### config.mk
export PLATFORM = sky130hd
export DESIGN_NAME = bootram_bus_adapter
export DESIGN_NICKNAME = d
export VERILOG_FILES = /design/src/rtl/bootram_bus_adapter.sv
export SDC_FILE = /design/constraint.sdc
export NUM_CORES = 1
export LEC_CHECK = 0
export BUFFER_PORTS_ARGS = -buffer_cell sky130_fd_sc_hd__buf_2
export CAP_MARGIN = 20
export CORE_MARGIN = 8
export CORE_UTILIZATION = 43
export DETAILED_ROUTE_END_ITERATION = 8
export PLACE_DENSITY = 0.77
export SLEW_MARGIN = 0
export SYNTH_ARGS = -nofsm -noshare
export SYNTH_HDL_FRONTEND = slang
export SYNTH_SLANG_ARGS = --single-unit
### constraint.sdc
create_clock -name clk -period 1.7 [get_ports clk]
set_clock_uncertainty 0.15 [all_clocks]
set_input_delay 0.085 -clock clk [delete_from_list [all_inputs] [get_ports clk]]
set_output_delay 0.085 -clock clk [all_outputs]
set_load 0.03 [all_outputs]
### src/rtl/bootram_bus_adapter.sv
// bootram_bus_adapter
// Bridges a picorv32-style native memory bus (valid/ready + byte strobes) onto
// four 2Kx8 single-port boot RAM byte lanes forming a 32-bit boot memory.
// Every output is registered, so there is no combinational path from mem_* to ram_*.
// Optional feature: define BOOTRAM_WP_EN to write-protect the RAM. Writes still
// complete with a mem_ready pulse, but the RAM is not touched and wr_err latches high.
module bootram_bus_adapter #(
   parameter int AW         = 11,
   parameter int RDATA_HOLD = 1
) (
   input  logic          clk,
   input  logic          reset,
   input  logic          mem_valid,
   output logic          mem_ready,
   input  logic [31:0]   mem_addr,
   input  logic [31:0]   mem_wdata,
   input  logic [3:0]    mem_wstrb,
   output logic [31:0]   mem_rdata,
   output logic          ram_ce,
   output logic          ram_oce,
   output logic [3:0]    ram_wre,
   output logic [AW-1:0] ram_ad,
   output logic [31:0]   ram_din,
   input  logic [31:0]   ram_dout,
   output logic          wr_err
);

   typedef enum logic [1:0] {
      IDLE    = 2'd0,
      ACCESS  = 2'd1,
      CAPTURE = 2'd2,
      DONE    = 2'd3
   } state_t;

   state_t          state_reg, state_next;
   logic            mem_ready_reg, mem_ready_next;
   logic [31:0]     mem_rdata_reg, mem_rdata_next;
   logic            ram_ce_reg, ram_ce_next;
   logic [3:0]      ram_wre_reg, ram_wre_next;
   logic [AW-1:0]   ram_ad_reg, ram_ad_next;
   logic [31:0]     ram_din_reg, ram_din_next;
   logic            wr_err_reg, wr_err_next;
   // Remembers whether the accepted request was a write. ram_wre cannot be
   // used for this, because write protection forces it to zero.
   logic            is_write_reg, is_write_next;

   // The byte-offset bits and the bits above the region are decoded upstream.
   logic            unused_addr;
   assign unused_addr = ^{mem_addr[1:0], mem_addr[31:AW+2]};

   // State and output registers; reset aborts any transaction without a mem_ready.
   always_ff @(posedge clk) begin
      if (reset) begin
         state_reg     <= IDLE;
         mem_ready_reg <= 1'b0;
         mem_rdata_reg <= '0;
         ram_ce_reg    <= 1'b0;
         ram_wre_reg   <= '0;
         ram_ad_reg    <= '0;
         ram_din_reg   <= '0;
         wr_err_reg    <= 1'b0;
         is_write_reg  <= 1'b0;
      end else begin
         state_reg     <= state_next;
         mem_ready_reg <= mem_ready_next;
         mem_rdata_reg <= mem_rdata_next;
         ram_ce_reg    <= ram_ce_next;
         ram_wre_reg   <= ram_wre_next;
         ram_ad_reg    <= ram_ad_next;
         ram_din_reg   <= ram_din_next;
         wr_err_reg    <= wr_err_next;
         is_write_reg  <= is_write_next;
      end
   end

   // Next-state and next-output logic: IDLE -> ACCESS -> (CAPTURE for reads) -> DONE -> IDLE.
   always_comb begin
      state_next     = state_reg;
      mem_ready_next = mem_ready_reg;
      mem_rdata_next = mem_rdata_reg;
      ram_ce_next    = ram_ce_reg;
      ram_wre_next   = ram_wre_reg;
      ram_ad_next    = ram_ad_reg;
      ram_din_next   = ram_din_reg;
      wr_err_next    = wr_err_reg;
      is_write_next  = is_write_reg;

      case (state_reg)
         IDLE: begin
            if (mem_valid && !mem_ready_reg) begin
               // Request fields are sampled only here; later bus changes are ignored.
               ram_ad_next   = mem_addr[AW+1:2];
               ram_din_next  = mem_wdata;
               is_write_next = |mem_wstrb;
`ifdef BOOTRAM_WP_EN
               // Writes never reach the RAM; reads still get their enable.
               ram_ce_next   = ~(|mem_wstrb);
               ram_wre_next  = '0;
`else
               ram_ce_next   = 1'b1;
               ram_wre_next  = mem_wstrb;
`endif
               state_next    = ACCESS;
            end
         end

         ACCESS: begin
            // The RAM performs its access on this edge; drop the enables afterwards.
            ram_ce_next  = 1'b0;
            ram_wre_next = '0;
            if (is_write_reg) begin
               mem_ready_next = 1'b1;
`ifdef BOOTRAM_WP_EN
               wr_err_next    = 1'b1;
`endif
               state_next     = DONE;
            end else begin
               state_next = CAPTURE;
            end
         end

         CAPTURE: begin
            // Read data from the RAM is valid one edge after its enabled edge.
            mem_rdata_next = ram_dout;
            mem_ready_next = 1'b1;
            state_next     = DONE;
         end

         DONE: begin
            mem_ready_next = 1'b0;
            if (RDATA_HOLD == 0) begin
               mem_rdata_next = '0;
            end
            state_next = IDLE;
         end

         default: begin
            state_next = IDLE;
         end
      endcase
   end

   assign mem_ready = mem_ready_reg;
   assign mem_rdata = mem_rdata_reg;
   assign ram_ce    = ram_ce_reg;
   assign ram_oce   = 1'b1;
   assign ram_wre   = ram_wre_reg;
   assign ram_ad    = ram_ad_reg;
   assign ram_din   = ram_din_reg;
   assign wr_err    = wr_err_reg;

endmodule

**Word-level counts from Yosys, hierarchy flattened**

Index checks and enable logic that the tools add are counted.

- Bits in registers: 84
- Input bits: 103
- Output and inout bits: 83
- Logic and storage cells: 31

- Eq/ne operators: 5
- Muxes and demuxes: 9
- Reductions and logical operators: 9

Operators with widths:

| kind | number |
|---|---|
| $pmux 2 s4 | 1 |
| $pmux 4 s2 | 1 |
| $reduce_and 2->1 | 3 |
| $eq 2x2->1 const B | 2 |
| $mux 4 | 1 |
| $ne 2x2->1 const B | 2 |
| $reduce_or 4->1 | 1 |
| $mux 1 | 3 |
| $pmux 1 s3 | 1 |
| $reduce_bool 3->1 | 1 |
| $eq 2x1->1 const B | 1 |
| $logic_not 2->1 | 1 |
| $mux 2 | 1 |
| $pmux 1 s2 | 1 |
| $reduce_bool 2->1 | 1 |
| $logic_and 1x1->1 | 1 |
| $logic_not 1->1 | 1 |

**Logic depth before layout (Yosys ltp)**

- Depth in word-level cells: 4
- Mapped depth: 8
- Gate-level depth less buffers: 5

**Worst setup path before layout**

No wires, ideal clock.

- Path type: reg-to-reg
- Start point: register state_reg[0]
- End point: register ram_ad_reg[0], in the netlist ram_ad[0]
- Setup time: 132 ps
- Data arrival time: 1323 ps
- Required time: 1418 ps
- Slack: 94 ps
- Stages on the path, launching flop included: 9
- Clock period less this slack: 1606 ps
- Cells stage by stage: dfxtp_1 inv_1 ha_1 buf_4 and3b_1 buf_6 buf_8 nand2_1 a21oi_1

- Cells in the longest elaborated chain, start to end: 2

RTL lines:

| item | line | text |
|---|---|---|
| start, declared | 35 | `state_t state_reg, state_next;` |
| start signal, assigned | 64 | `state_reg <= state_next;` |
| $logic_not 2->1 | 88 | `case (state_reg)` |
| $reduce_and 2->1 (no source line) | - |  |
| end signal, assigned | 69 | `ram_ad_reg <= ram_ad_next;` |
| end, declared | 40 | `logic [AW-1:0] ram_ad_reg, ram_ad_next;` |

No other way between the ends.
A chain may end at the register's enable or synchronous reset.

**Final worst setup path**

- Start point: register state_reg[0]
- End point: register mem_rdata_reg[16], in the netlist mem_rdata[16]

- Cells in the longest elaborated chain, start to end: 1

RTL lines:

| item | line | text |
|---|---|---|
| $eq 2x2->1 | 88 |  |
| end signal, assigned | 66 | `mem_rdata_reg <= mem_rdata_next;` |
| end, declared | 37 | `logic [31:0] mem_rdata_reg, mem_rdata_next;` |

No other way between the ends.

==> results.cfg <==
[outcome]
status = finished, final reports clean

[die]
rows = 31
start_util_pct = 43.8
die_h_um = 101
fp.coreArea_um2 = 7180
ios = 186
die-area_um2 = 10300
fp.dieW_um = 101

[worst_setup_path]
r2r_slack_ns = 0.04
worst-r2r-cell-count = 6
cp_data_required_time_ns = 1.77
cp.arrival_ns = 1.74
crit_chain = inv_1 > buf_4 > ha_2 > buf_12 > mux2i_1 > nor2_1
r2r-end = mem_rdata[16]$_SDFFE_PP0N_
crit_slowest_cell = dfxtp_2
path_max_fanout = 32
crit_path_max_incr_delay_ns = 0.35
r2r_start = state_reg[0]$_SDFFE_PP0P_
path_buf_inv = 3
critPathKind = register to register
cp_top_family = buffers and inverters
cp-end-kind = register
crit_path_start_kind = register

[synth]
ys_seq_area_share_pct = 53.5
synthCells = 343
yosys_warnings = 0
yosys_register_bits = 84
synth_nets = 452
synth.distinct_cells = 26
syn_area_um2 = 3140
synth_area_per_cell_um2 = 9.16

[global_routing]
grt_max_degree = 85
grt_usage_pct = 20.2
grt_pass1_wl_mm = 16.4
grt_pass1_vias = 3372
antenna_found_initial = 0
globalRouteOverflowTotal = 0

[cells_and_area]
syn2layout_area_growth_pct = 61.6
layout-drive-gt1-share_pct = 33.7
layout.nets = 688
stdcell_count = 684
fill_cells = 536
seqCellArea_um2 = 1680
multi_input_area_um2 = 1300
mostFrequentLayoutCell = buf_2
design_area_um2 = 5080
layout_common_cells = 162 x buf_2, 89 x nand2_1, 83 x dfxtp_1, 80 x dlygate4sd3_1, 47 x a21oi_1

[sta]
fmax_mhz = 601
slew_violations = 0
worst_slack_ns = 0.0354
min_period_over_period_pct = 97.9
hold_viol = 0
period_minus_slack_ns = 1.66
setup_viol = 0

[clock_tree]
clock_sinks = 84
cts_buffers = 9
clock_latency_ns = 0.34
htree_levels = 3
cts_tree = yes
cts_setup_buffers = 0
cts_buffer_depth = 2
cts-root-buf = clkbuf_8
clk_pin_slew_ns = 0.09

[worst_hold_path]
min_from = reset
min_to = ram_wre[0]$_SDFFE_PP0P_
hold_path.class = input pin to register
whs_path_depth = 3

[drt]
drt_first_pass_iters = 4
wl_mm = 10.4
drtIter0Drc = 87
drc = 0
num_vias = 3237
wl_per_cell_um = 15.2
ant_nets = 0
vias_per_cell = 4.73

[power]
p_switching_mw = 3.11
comb_power_share_pct = 44.2
power.leakage_nw = 2.34
ir_worst_vdd_mv = 0.694
clockPowerShare_pct = 21.1
power_density_nw_per_um2 = 1510
pwr-share-seq_pct = 34.6
switching_share_pct = 40.5
p_int_mw = 4.57

[run]
max-cap-violations = 0

[placed_design]
pre_cts_ws_ns = -0.0429
dp_cells = 587
place_area_um2 = 4000
dp_hpwl_mm = 6.16
gp_congestion = 0.735
port_buffers = 162
[metrics by stage]
step	utilization (%)	hold WS, ns	power (mW)	setup TNS (ns)
2_1_floorplan	-	0.0710	5.01	0
3_3_place_gp	55.8	0.170	5.70	0
3_5_place_dp	55.8	0.180	5.81	-0.151
4_1_cts	70.3	0.0614	7.61	0
5_1_grt	70.7	0.0835	8.12	-0.0479
6_report	70.8	0.0736	7.68	0
[kinds of logic (layout without fill, tap and decap cells)]
logic type	count (synthesis)	after routing	synth area share [%]
mux	32	32	10.2
flops	84	84	53.5
compound gates	58	58	10.6
buf+inv	29	270	6.09
other cells	2	3	0.239
simple gates	132	132	17.0
fa+ha+maj	6	6	2.39
[metal layers]
metal  track usage [%]  part of all wire [%]  up-vias
li1                  -                     -     1596
met2              35.9                    50      130
met5                 0                     0        -
met3              6.19                   8.4       22
met4              8.71                   2.1        0
met1              21.7                    40     1489
[cells in the mapped netlist]
library cell	count	area (um^2)
a211oi_1	1	7.51
a21bo_2	1	10.0
a21oi_1	47	235
a221oi_1	2	17.5
a311oi_1	1	8.76
a32oi_1	4	35.0
and3b_1	1	8.76
and4bb_2	1	12.5
buf_1	2	7.51
buf_2	3	15.0
buf_4	7	52.6
buf_6	1	11.3
buf_8	4	60.1
clkbuf_1	9	33.8
conb_1	2	7.51
dfxtp_1	84	1680
ha_1	6	75.1
inv_1	3	11.3
mux2i_1	32	320
nand2_1	89	334
nand2b_1	3	18.8
nand3_1	1	5.00
nand3b_4	1	20.0
nor2_1	36	135
o2bb2ai_1	1	8.76
o41ai_1	1	8.76
[final cells by class]
class / count / share of cell area, %
repair buffers: 251 / 34.0
diodes: 1 / 0.0493
flip-flops and latches: 84 / 33.1
inverters: 3 / 0.222
well taps: 99 / 2.44
clock buffers: 10 / 2.71
multi-input cells: 230 / 25.5
clock inverters: 6 / 1.87
[worst max-delay path by stage]
stage                              start                          to  slack [ns]  cells past startpoint
6_report       state_reg[0]$_SDFFE_PP0P_  mem_rdata[16]$_SDFFE_PP0N_        0.04                      6
5_1_grt        state_reg[0]$_SDFFE_PP0P_  mem_rdata[31]$_SDFFE_PP0N_       -0.02                      6
4_1_cts        state_reg[1]$_SDFFE_PP0P_      ram_ad[4]$_SDFFE_PP0P_        0.04                      6
3_5_place_dp   state_reg[1]$_SDFFE_PP0P_    ram_din[19]$_SDFFE_PP0P_       -0.04                      6
3_3_place_gp   state_reg[1]$_SDFFE_PP0P_    ram_din[25]$_SDFFE_PP0P_        0.04                      6
2_1_floorplan  state_reg[0]$_SDFFE_PP0P_      ram_ad[0]$_SDFFE_PP0P_        0.09                      8
[what timing repair did]
item                                   4_1_cts  5_1_grt
hold buffers                                80        0
endpoints found under the hold margin       81        0
resized for setup                            2        8
pin swaps                                    0        0
setup endpoints to repair                   26       31
[worst register-to-register path, delay by kind of cell (launching register included)]
family                   cells  cell delay [ns]
adder cells (fa/ha/maj)      1             0.19
flip-flops                   1             0.35
AND/OR/NAND/NOR              1             0.07
buffers and inverters        3             0.51
multiplexers                 1             0.27
[power groups by stage]
| stage | clock network (mW) | registers (mW) | logic, mW |
|---|---|---|---|
| floorplan | 0 | 3.50 | 1.51 |
| global placement | 0 | 2.65 | 3.04 |
| detailed placement | 0 | 2.68 | 3.13 |
| CTS | 1.67 | 2.64 | 3.30 |
| global route | 1.74 | 2.71 | 3.67 |
| finish | 1.62 | 2.66 | 3.40 |
No activity file was read; power rests on OpenSTA's default activity.
